--- config.mk ---
export PLATFORM = sky130hd
export DESIGN_NAME = lif_neuron_core
export DESIGN_NICKNAME = d
export VERILOG_FILES = /design/src/rtl/lif_neuron_core.sv
export SDC_FILE = /design/constraint.sdc
export NUM_CORES = 1
export LEC_CHECK = 0
export ABC_AREA = 1
export CORE_MARGIN = 4
export CORE_UTILIZATION = 49
export CTS_BUF_LIST = sky130_fd_sc_hd__clkbuf_2 sky130_fd_sc_hd__clkbuf_4 sky130_fd_sc_hd__clkbuf_8
export DETAILED_ROUTE_END_ITERATION = 8
export GPL_TIMING_DRIVEN = 0
export PLACE_DENSITY = 0.76
export REMOVE_ABC_BUFFERS = 1
export SKIP_LAST_GASP = 1
export SYNTH_ARGS = -nofsm -noshare
export SYNTH_HDL_FRONTEND = slang
export SYNTH_SLANG_ARGS = --single-unit
--- constraint.sdc ---
create_clock -name clk -period 3.4 [get_ports clk]
set_input_delay 0.34 -clock clk [delete_from_list [all_inputs] [get_ports clk]]
set_output_delay 0.34 -clock clk [all_outputs]
set_load 0.01 [all_outputs]
--- src/rtl/lif_neuron_core.sv ---
// Leaky integrate-and-fire neuron: shift-based leak, saturating integration,
// threshold spike with selectable post-spike reset and refractory hold-off.
module lif_neuron_core #(
    parameter int WIDTH    = 8,
    parameter int SHIFT_W  = 3,
    parameter int REFRAC_W = 4
) (
    input  logic                clk,
    input  logic                reset,
    input  logic                in_valid,
    input  logic [WIDTH-1:0]    current,
    input  logic [WIDTH-1:0]    threshold,
    input  logic [SHIFT_W-1:0]  leak_shift,
    input  logic [REFRAC_W-1:0] refrac_cycles,
    input  logic                reset_mode,
    output logic [WIDTH-1:0]    state,
    output logic                spike,
    output logic                refractory,
    output logic                out_valid
);

    logic [WIDTH-1:0]    state_q, state_d;
    logic                spike_q, spike_d;
    logic                refractory_q, refractory_d;
    logic                out_valid_q, out_valid_d;
    logic [REFRAC_W-1:0] counter_q, counter_d;

    logic [WIDTH-1:0] decayed;
    logic [WIDTH:0]   sum;
    logic [WIDTH-1:0] sat;
    logic             fire;

    // Shifting by >= WIDTH naturally yields zero.
    assign decayed = state_q >> leak_shift;
    assign sum     = {1'b0, decayed} + {1'b0, current};
    assign sat     = sum[WIDTH] ? {WIDTH{1'b1}} : sum[WIDTH-1:0];
    assign fire    = (threshold != '0) && (sat >= threshold);

    always_comb begin
        state_d      = state_q;
        counter_d    = counter_q;
        spike_d      = 1'b0;
        out_valid_d  = in_valid;
        if (in_valid) begin
            if (counter_q != '0) begin
                state_d   = decayed;
                counter_d = counter_q - REFRAC_W'(1);
            end else if (fire) begin
                spike_d   = 1'b1;
                state_d   = reset_mode ? (sat - threshold) : '0;
                counter_d = refrac_cycles;
            end else begin
                state_d = sat;
            end
        end
        refractory_d = (counter_d != '0);
    end

    always_ff @(posedge clk) begin
        if (reset) begin
            state_q      <= '0;
            spike_q      <= 1'b0;
            refractory_q <= 1'b0;
            out_valid_q  <= 1'b0;
            counter_q    <= '0;
        end else begin
            state_q      <= state_d;
            spike_q      <= spike_d;
            refractory_q <= refractory_d;
            out_valid_q  <= out_valid_d;
            counter_q    <= counter_d;
        end
    end

    assign state      = state_q;
    assign spike      = spike_q;
    assign refractory = refractory_q;
    assign out_valid  = out_valid_q;

endmodule

; ---- Word level (Yosys, flattened, before mapping)
; Index checks and enable logic that the tools add are counted.
[totals]
inputBits = 27
regBits = 15
word_cells = 24
out_inout_bits = 11
[op_classes]
mux = 8
shifts = 1
addsub = 3
magnitude_cmp = 1
bitwise_logic = 1
reduce_logical = 5
[op_table]
columns = op, count
row1 = $mux 8, 4
row2 = $mux 4, 3
row3 = $add 8x8->9, 1
row4 = $ge 8x8->1, 1
row5 = $reduce_bool 4->1, 2
row6 = $reduce_bool 8->1, 1
row7 = $shr 8x3->8, 1
row8 = $sub 8x8->8, 1
row9 = $sub 4x1->4 const B, 1
row10 = $reduce_or 3->1, 1
row11 = $logic_and 1x1->1, 1
row12 = $mux 1, 1
row13 = $not 1->1, 1

; ---- Longest topological paths before layout
[depth]
ltp_word = 9
depth_mapped = 32
depth_no_buf = 30

; ---- Least setup slack after synthesis
; OpenSTA, ideal clock, no wires.
[synth_timing]
path_type = input to register
from = input port leak_shift[0]
to = register refractory_q (netlist: refractory)
setup_ps = 120
cell_stages = 26
path_slack_ps = -76
required_time_ps = 3280
path_buffers = 2
t_arrival_ps = 3356
path_cell_list = buf_2 inv_2 nand2_1 nand2_1 nand2_1 o21ai_1 nand2_1 nand2_1 ha_1 fa_1 nand3_1 nand2_1 a21oi_2 nand3_1 ha_1 a21oi_2 nor2_1 nor2_4 nand2_4 nand2_4 buf_8 nand2_1 nand3_1 nand2_1 nand2_1 nand3_1
[synth_via]
elab_chain_cells = 9
[synth_lines]
columns = element, line
row1 = start: declaration, 13  ; input logic [SHIFT_W-1:0] leak_shift,
row2 = $shr 8x3->8, 34  ; assign decayed = state_q >> leak_shift;
row3 = $add 8x8->9, 35  ; assign sum = {1'b0, decayed} + {1'b0, current};
row4 = $mux 8, 36  ; assign sat = sum[WIDTH] ? {WIDTH{1'b1}} : sum[WIDTH-1:0];
row5 = $ge 8x8->1, 37  ; assign fire = (threshold != '0) && (sat >= threshold);
row6 = $logic_and 1x1->1, 37
row7 = $mux 4, 48  ; end else if (fire) begin
row8 = $mux 4, 45  ; if (counter_q != '0) begin
row9 = $mux 4, 44  ; if (in_valid) begin
row10 = $reduce_bool 4->1, 56  ; refractory_d = (counter_d != '0);
row11 = end signal: assignment, 69  ; refractory_q <= refractory_d;
row12 = end: declaration, 24  ; logic refractory_q, refractory_d;
; No other way between the ends.
; A chain may end at the register's enable or synchronous reset.

; ---- Worst setup path after layout
[layout_timing]
from = register state_q[5] (netlist: state[5])
to = register state_q[5] (netlist: state[5])
[layout_via]
elab_chain_cells = 7
elab_cells_between_ends = 9
classes_between = 2 x add/sub / 1 x order compare / 1 x shift / 4 x mux / 1 x reduce/logical
[layout_lines]
columns = element, line
row1 = start: declaration, 22  ; logic [WIDTH-1:0] state_q, state_d;
row2 = start signal: assignment, 67  ; state_q <= state_d;
row3 = $shr 8x3->8 (*), 34
row4 = $add 8x8->9, 35
row5 = $mux 8, 36
row6 = $sub 8x8->8 or $ge 8x8->1 (tied branches), "50, 37"
row7 = $mux 8 or $logic_and 1x1->1 (tied branches), "50, 37"
row8 = $mux 8, 48
row9 = $mux 8 (*), 45
; Every way passes the cells marked *; elsewhere a longest branch is shown, timed or not.

==> summary.txt <==
Floorplan
  – Count of pins on the block boundary: 38
  – Chip width: 72.3 um
  – Number of rows in the core area: 23
  – Starting density of the core: 50.7%
  – Core ar.: 4000 um2
  – Die outline area: 5230 um2
  – Floorplan die height: 72.3 um

Route
  – Avg Vias per Cell: 5.12
  – Remaining DRCs: 0
  – Routed WL per cell: 12.4 um
  – Routed WL: 5570 um
  – 1st-iter DRT viols: 104
  – Number of nets still failing antenna checks after routing: 0
  – Number of vias in the routed layout: 2,287
  – First drt pass iteration count: 4

Status
  – Outcome: complete, no violations

Place
  – Global placement routability congestion: 0.861
  – Detailed placer's ending HPWL: 3960 um
  – Cell area reported after detailed placement: 2420 um2
  – Pre-CTS worst setup slack: -1090 ps
  – Count of input and output buffers: 37
  – Number of placed instances with taps included: 424

GRT
  – Aggregate global routing overflow: 0
  – Most utilized layer in the global route result: met2
  – Met3 capacity usage during global routing: 2.22%
  – Total routing resource utilization after global routing: 20.2%
  – Pin count of the biggest net entering global routing: 21
  – Via count of the first global-routing pass: 2,036
  – Met2 track demand over resource in global routing: 36.0%
  – Number of antenna violations at the first check in global routing: 0
  – Met1 track demand over resource in global routing: 26.6%
  – Global-route wire length before repair: 8710 um

Pwr
  – Power density over cell area: 380 nW/um2
  – Static leakage: 1.46 nW
  – Max IR drop VDD: 287 uV

Setup path
  – Critical path data arrival time: 3480 ps
  – R2r startpoint: state[5]$_SDFFE_PP0P_
  – Category of the worst setup path launch point: register
  – Worst Reg2Reg Path Length in Cells: 25
  – Required @ worst endpoint: 3560 ps
  – CP endpoint kind: register
  – Critical path fanouts, max: 8
  – Worst setup path category: register to register
  – Crit path launch: state[5]$_SDFFE_PP0P_
  – CP Capture Point: state[5]$_SDFFE_PP0P_
  – Register-to-register setup slack: 80 ps
  – R2r endpoint: state[5]$_SDFFE_PP0P_

Clock network
  – CTS tree: built
  – Clock insertion delay at the later pin of the skew report: 240 ps
  – Level count of the clock H-tree: 1
  – Max clock buf depth: 2
  – Clock root buffer: clkbuf_8
  – Sink Count: 15
  – Clock-pin slew on the worst setup and hold paths: 60 ps
  – Post-CTS Hold Fix Bufs: 0
  – Number of CTS-inserted buffers: 3

Synthesis
  – Number of enable flip-flop cells after synthesis: 0
  – Fraction of registers with async set/reset: 0%
  – Top_reg_cell synth: dfxtp_1
  – Warning count from the yosys run: 0
  – Cell count after synthesis: 344
  – Area of the mapped netlist: 2030 um2
  – Mean post-synth cell area: 5.89 um2
  – Largest area contributor in the synthesized netlist: nand2_1
  – Sequential share of the synthesized area: 14.8%
  – Fraction of synthesized cell area taken by the top area cell type: 21.5%
  – Leading cell type by number of instances after synthesis: nand2_1
  – Largest cells by area after synthesis: nand2_1 (21%), dfxtp_1 (15%), ha_1 (11%)
  – Synthesis-stage register bit count: 15
  – Cell variety after synth: 33
  – Most common library cells after synthesis: nand2_1 (116), inv_1 (55), nand3_1 (38)

Run
  – Max-capacitance violation count: 0

Timing
  – Setup violation total in the final timing report: 0
  – Setup clock skew after layout: 3.32 ps
  – Total count of hold-check failures in the final report: 0
  – Maximum frequency from static timing analysis: 301 MHz
  – Tcrit/Tclk final: 97.6%
  – Unrepaired setup endpoints after global routing: yes
  – Worst slew margin relative to its limit: 59.7%
  – Worst path setup slack after routing: 81.3 ps
  – Max-slew violations: 0
  – Post-layout minimum cycle time: 3320 ps
  – Worst-margin pin slew: 602 ps

Layout
  – Core utilization of the finished layout: 74.4%
  – Final cell count without fillers: 447
  – Final standard cell area without fillers: 2980 um2
  – Count of inserted antenna diode cells: 0
  – Final Net Count: 445
  – Area growth, synth to finish: 46.9%
  – Layout cell share with drive strength beyond 1: 28.5%

Worst hold path
  – Worst min-delay path class: register to register
==> power breakdown <==
group | switching [mW] | leakage (nW) | internal (mW)
clock network | 0.0523 | 0.0262 | 0.0905
registers | 0.0203 | 0.127 | 0.200
logic | 0.421 | 1.31 | 0.348
==> cell type report <==
class / instances / area (um2)
inverters: 57 / 219
fillers: 319 / 1020
clock buffers: 4 / 48.8
multi-input cells: 265 / 1800
repair buffers: 56 / 527
flip-flops and latches: 15 / 318
well taps: 50 / 62.6
==> sequential cells by signal (all words and copies together) (netlist names) <==
register / flops
counter_q: 4
refractory: 1
state: 8
spike: 1
out_valid: 1
==> through the flow <==
stage	setup TNS [ps]	power, mW	hold slack, ps
6_report	0	1.13	499
5_1_grt	-1040	1.23	524
2_1_floorplan	0	0.657	402
3_3_place_gp	-13020	0.807	473
4_1_cts	0	1.04	505
3_5_place_dp	-14010	0.815	499
==> critical path, stage by stage, from the launching register on <==
cell and delay, ps:
dfxtp_4 360, or2_4 240, o21ai_4 60, o21ai_2 70, nand2_1 100, inv_2 60, ha_4 260, nand2_1 70
nor2_2 150, a21oi_4 80, buf_12 140, nand2_4 60, inv_2 40, ha_4 150, fa_2 350, inv_2 80
nand2_2 70, nand2_4 70, nand2_4 60, nand2_4 60, nand2_4 60, a21oi_4 230, nand2_1 80, nand3_1 90
nand2_1 90, a21oi_2 130
==> routing by layer <==
layer  vias to the layer above  routed length, um
met5                         -                  0
met4                         0                 31
met3                         4                305
met2                        65               2840
met1                      1024               2390
li1                       1194                  -
==> cells by family (layout without fill, tap and decap cells) <==
| kind of cell | Yosys count | count (layout) | synth area share (%) |
|---|---|---|---|
| simple gates | 206 | 206 | 46.4 |
| xor+xnor | 5 | 5 | 2.16 |
| buf+inv | 64 | 117 | 12.6 |
| fa+ha+maj | 20 | 20 | 13.1 |
| mux | 2 | 2 | 0.988 |
| compound gates | 32 | 32 | 9.94 |
| flops | 15 | 15 | 14.8 |
==> placed cells by master (no fill, tap or decap), types with 2 or more instances in the layout <==
master           instances
or2_4                    2
buf_4                   17
a21oi_4                  2
nor2_2                   4
xor2_1                   4
nand4_1                  5
a21oi_1                 13
clkdlybuf4s50_1         34
nand3_1                 30
dfxtp_4                  4
nand2_2                 14
dfxtp_1                  9
nand2_4                  7
ha_1                     6
ha_4                    11
a21oi_2                  7
o21ai_2                  5
fa_2                     2
inv_2                    5
nand3_2                 13
dfxtp_2                  2
nand2_1                102
nor2_1                  20
nand3b_1                 3
buf_6                    2
inv_1                   51
clkbuf_8                 3
==> worst min path at each step <==
stage,startpoint,to,slack [ps],cells after the start
global route,state[0]$_SDFFE_PP0P_,state[0]$_SDFFE_PP0P_,520,2
detailed placement,state[0]$_SDFFE_PP0P_,state[0]$_SDFFE_PP0P_,500,2
CTS,state[5]$_SDFFE_PP0P_,state[5]$_SDFFE_PP0P_,500,2
finish,state[0]$_SDFFE_PP0P_,state[0]$_SDFFE_PP0P_,500,2
floorplan,reset,state[2]$_SDFFE_PP0P_,400,1
global placement,state[0]$_SDFFE_PP0P_,state[0]$_SDFFE_PP0P_,470,2
==> what timing repair did <==
item | in CTS | in global routing
buffers inserted | 11 | 10
resized for setup | 52 | 43
hold endpoints to repair | 0 | 0
pin swaps | 11 | 27
endpoints found under the setup margin | 14 | 14
Note: power is estimated with default switching activity, not from simulation.
